**config.mk**
```make
export PLATFORM = sky130hd
export DESIGN_NAME = exec_cc_stage
export DESIGN_NICKNAME = d
export VERILOG_FILES = /design/src/rtl/exec_cc_stage.sv
export SDC_FILE = /design/constraint.sdc
export NUM_CORES = 1
export LEC_CHECK = 0
export ABC_CLOCK_PERIOD_IN_PS = 3900
export CORE_ASPECT_RATIO = 0.75
export CORE_MARGIN = 4
export CORE_UTILIZATION = 43
export CTS_BUF_LIST = sky130_fd_sc_hd__clkbuf_8
export DETAILED_ROUTE_END_ITERATION = 7
export PLACE_DENSITY = 0.88
export SLEW_MARGIN = 5
export SYNTH_ARGS = -nofsm -noshare
export SYNTH_HDL_FRONTEND = slang
export SYNTH_SLANG_ARGS = --single-unit
export TNS_END_PERCENT = 20
```
**constraint.sdc**
```tcl
create_clock -name clk -period 3.9 [get_ports clk]
set_clock_uncertainty 0.05 [all_clocks]
set_input_delay 1.17 -clock clk [delete_from_list [all_inputs] [get_ports clk]]
set_output_delay 1.17 -clock clk [all_outputs]
set_load 0.01 [all_outputs]
```
**src/rtl/exec_cc_stage.sv**
```systemverilog
// Y-86 execute-stage back end: E->M pipeline register,
// condition-code register and jXX/cmovXX condition evaluation.
module exec_cc_stage #(
  parameter int WIDTH = 64
) (
  input  logic             clk,
  input  logic             reset,
  input  logic             in_valid,
  output logic             in_ready,
  input  logic [1:0]       alu_control,
  input  logic [WIDTH-1:0] alu_result,
  input  logic             alu_overflow,
  input  logic             set_cc,
  input  logic [3:0]       cond_fn,
  input  logic             mw_exc,
  input  logic             flush,
  output logic             out_valid,
  input  logic             out_ready,
  output logic [WIDTH-1:0] out_result,
  output logic [1:0]       out_control,
  output logic             out_cnd,
  output logic             cc_zf,
  output logic             cc_sf,
  output logic             cc_of
);

  logic             valid_q, valid_d;
  logic [WIDTH-1:0] result_q, result_d;
  logic [1:0]       control_q, control_d;
  logic             cnd_q, cnd_d;
  logic             zf_q, zf_d;
  logic             sf_q, sf_d;
  logic             of_q, of_d;
  logic             acc;
  logic             lt;
  logic             cnd;

  assign in_ready = !valid_q || out_ready;
  assign acc      = in_valid && in_ready && !flush;

  // Condition sees the CC value before this cycle's update.
  always_comb begin
    lt = sf_q ^ of_q;
    case (cond_fn)
      4'd0:    cnd = 1'b1;
      4'd1:    cnd = lt | zf_q;
      4'd2:    cnd = lt;
      4'd3:    cnd = zf_q;
      4'd4:    cnd = !zf_q;
      4'd5:    cnd = !lt;
      4'd6:    cnd = !lt && !zf_q;
      default: cnd = 1'b0;
    endcase
  end

  always_comb begin
    valid_d   = valid_q;
    result_d  = result_q;
    control_d = control_q;
    cnd_d     = cnd_q;
    zf_d      = zf_q;
    sf_d      = sf_q;
    of_d      = of_q;
    if (flush) begin
      valid_d = 1'b0;
    end else if (acc) begin
      valid_d   = 1'b1;
      result_d  = alu_result;
      control_d = alu_control;
      cnd_d     = cnd;
    end else if (out_ready) begin
      valid_d = 1'b0;
    end
    // Overflow only means something for add/sub.
    if (acc && set_cc && !mw_exc) begin
      zf_d = (alu_result == '0);
      sf_d = alu_result[WIDTH-1];
      of_d = !alu_control[1] && alu_overflow;
    end
  end

  always_ff @(posedge clk) begin
    if (reset) begin
      valid_q   <= 1'b0;
      result_q  <= '0;
      control_q <= 2'd0;
      cnd_q     <= 1'b0;
      zf_q      <= 1'b1;
      sf_q      <= 1'b0;
      of_q      <= 1'b0;
    end else begin
      valid_q   <= valid_d;
      result_q  <= result_d;
      control_q <= control_d;
      cnd_q     <= cnd_d;
      zf_q      <= zf_d;
      sf_q      <= sf_d;
      of_q      <= of_d;
    end
  end

  assign out_valid   = valid_q;
  assign out_result  = result_q;
  assign out_control = control_q;
  assign out_cnd     = cnd_q;
  assign cc_zf       = zf_q;
  assign cc_sf       = sf_q;
  assign cc_of       = of_q;

endmodule

```
==> impl_results.md <==
- Initial antenna violation count: 0
- Capture point of the worst reg-to-reg path: out_cnd
- Clk Tree Root Cell: clkbuf_8
- Synth area leader: dfxtp_1
- Post-synthesis mux area share: 0.740%
- Critical Path AT: between 2000 and 2500 ps
- Final setup fails: 0
- Synth-to-Final Area Change: 63.2%
- Largest net degree at the start of global routing: 50
- GRT overflow: 0
- Top post-synthesis cells by area: dfxtp_1 53%, nand2_1 19%, a21oi_1 12%, nor4_1 3.9%, buf_4 1.4%
- Post-cts resize count: 0
- Finished Cell Area: approximately 0.0044 sq mm
- Worst-path fanout max: 4
- Detail Route Antenna Nets: 0
- Die Wd: 99.6 microns
- Die Area: around 0.0076 sq mm
- WS Path Type: in2out
- Drt first pass iters: 4
- Syn Area/Cell: between 7 and 8 sq um
- Logic gate share of total power: 16.6%
- CTS tree: built
- Slew Limit Fails: 0
- Core ar.: slightly below 0.006 sq mm
- Largest family of logic cells by synthesized area: simple AND/OR/NAND/NOR gates
- Min-delay worst type: reg2reg
- Number of global-route vias before repair: about 2700
- Count of cell types in the netlist: 27
- Leakage: about 1.6 nW
- Final Power: 1.61 mW
- Starting DRT DRC Count: 131
- Final setup TNS: 0 ps
- Post-synthesis adder-cell area fraction: 0%
- Die Ht: 76.7 microns
- CP Launch Point: out_ready
- Clock latency on the worst-skew pair: 340 ps
- Maximum vdd drop: 217 uV
- Clk sinks: just over 70
- Max_slew headroom: 64.7%
- Sw frac: 24.5%
- Synth warn: 0
- Mean routed wirelength per cell: 15.2 microns
- Via-to-Cell Ratio: roughly 5.0
- Worst setup EP type: primary output
- Startpoint types: primary input
- Synth Register Bits: 71
- Status: completed
- Number of H-tree levels: 3
- CTS max path bufs: 2
- GRT Total Usage: a little over a fifth
- DRC: 0
- Cts hold-fix bufs: 0
- Cell count after synthesis: 339
- Initial Util: 45.5%
- Min Tclk post-route: 3640 ps
- WP data required: ~2700 ps
- FF-to-FF path depth: 5
- Mapped cell area: ~0.0027 sq mm
- Postcts setup bufs: 0
- Slew @ Worst Pin: 525 ps
- Fin nets: 560
- Clk pwr share: 35.4%
- Area after DPL: 0.00421 sq mm
- Ports: 150
- Sw Pwr: 395 uW
- Post-Route WL: 8.56 mm
- Maximum clock frequency: 0.275 GHz
- Post-Synth XOR/XNOR Area: 0.324%
- GP Congestion: a little over 0.8
- Ant diodes: 0
- Hold WS: 406 ps
- Reg2reg setup slack: 2120 ps
- Final Hold Viols: 0
- CTS buffer count: 9
- Share of layout cells above drive strength 1: 5.54%
- Period utilization: 93.3%
- Seq pwr share: 48.0%
- FP Rows: 24
- Reg-to-reg critical path startpoint: out_valid
- Synth Area in Compound Gates: 13.6%
- Yosys top cell area share: 52.6%
- IO Port Bufs: 149
- Sequential area share after synthesis: 52.6%
- Global-route wire length before repair: 13.2 mm
- Post-detail-place hpwl: 6.40 mm
- RSZ-0062 raised after global routing: false
- Via count: around 2800
- Syn Nets: 417
- P_int: 1.22 mW
- Worst-path clk slew: roughly 70 ps
- PD cells: 366 mW/mm^2
- CP endpoint: in_ready
- Post-Synth Simple-Gate Area: 28.1%
- Max Cap Viol: 0
## critical path: stages
cell	delay, ps
clkdlybuf4s50_1	450
nor2b_4	220
inv_2	80
clkdlybuf4s50_1	500
## stage by stage
step	std cells	worst slack [ps]	utilization, %
finish	565	262	74.2
global route	565	227	74.2
global placement	549	298	70.9
CTS	565	252	74.2
detailed placement	549	254	70.9
floorplan	339	1270	-
## cell type report
class,count,area (sq um)
Clock inverter,6,60.1
Timing Repair Buffer,154,1520
Tap cell,78,97.6
Inverter,2,7.51
Sequential cell,71,1420
Multi-Input combinational cell,244,1160
Clock buffer,10,138
Fill cell,460,1530
## cells by family after synthesis
logic type / count (synthesis)
and+or+nand+nor: 170
AOI/OAI and AO/OA: 71
DFF: 71
buffers and inverters: 24
muxes: 2
xor gates and xnor gates: 1
## metal layers
metal / track usage (%) / wire, microns / vias to the layer above
met5: 0 / 0 / -
met4: 3.68 / 36 / 0
met3: 9.43 / 734 / 4
met2: 37.7 / 4290 / 107
met1: 25.8 / 3500 / 1285
li1: - / - / 1422
## power groups by stage
stage	Combinational (mW)	Clock, mW	Sequential (mW)
global placement	0.263	0	0.789
global route	0.288	0.628	0.779
detailed placement	0.267	0	0.791
floorplan	0.0803	0	0.806
CTS	0.269	0.589	0.775
finish	0.268	0.572	0.775
## registers in the layout, indices dropped and copies added (netlist names)
signal,cells
cc_of,1
cc_sf,1
cc_zf,1
out_cnd,1
out_control,2
out_result,64
out_valid,1
## cell usage in the layout (no fill, tap or decap), types with 2 or more instances in the layout
| master | n |
|---|---|
| buf_4 | 5 |
| clkdlybuf4s50_1 | 148 |
| dfxtp_1 | 71 |
| a21oi_1 | 67 |
| nand2_1 | 134 |
| clkinvlp_4 | 2 |
| nor2_1 | 5 |
| nor4_1 | 17 |
| nand4_1 | 4 |
| clkinv_2 | 3 |
| nor3_1 | 2 |
| clkbuf_8 | 10 |
| mux2i_1 | 2 |
## worst min path at each step
stage | from | to | slack [ps] | cells after the start
global route | out_result[48] | out_result[48] | 430 | 2
CTS | out_result[10] | out_result[10] | 410 | 2
finish | out_result[16] | out_result[16] | 410 | 2
global placement | out_result[45] | out_result[45] | 390 | 2
floorplan | out_control[0] | out_control[0] | 430 | 2
detailed placement | out_result[10] | out_result[10] | 400 | 2
## cell usage after synthesis, drive strengths merged
| cell type | count |
|---|---|
| a211o | 1 |
| or4 | 1 |
| dfxtp | 71 |
| nor4 | 17 |
| nor4b | 1 |
| nand3b | 2 |
| nor3b | 1 |
| mux2i | 2 |
| a21oi | 67 |
| nor2b | 2 |
| nand2 | 134 |
| clkbuf | 9 |
| nand2b | 1 |
| nor2 | 5 |
| nor3 | 2 |
| xnor2 | 1 |
| o21ai | 1 |
| inv | 2 |
| a211oi | 1 |
| o2111a | 1 |
| buf | 13 |
| nand4 | 4 |
(Power assumes the default switching activity.)
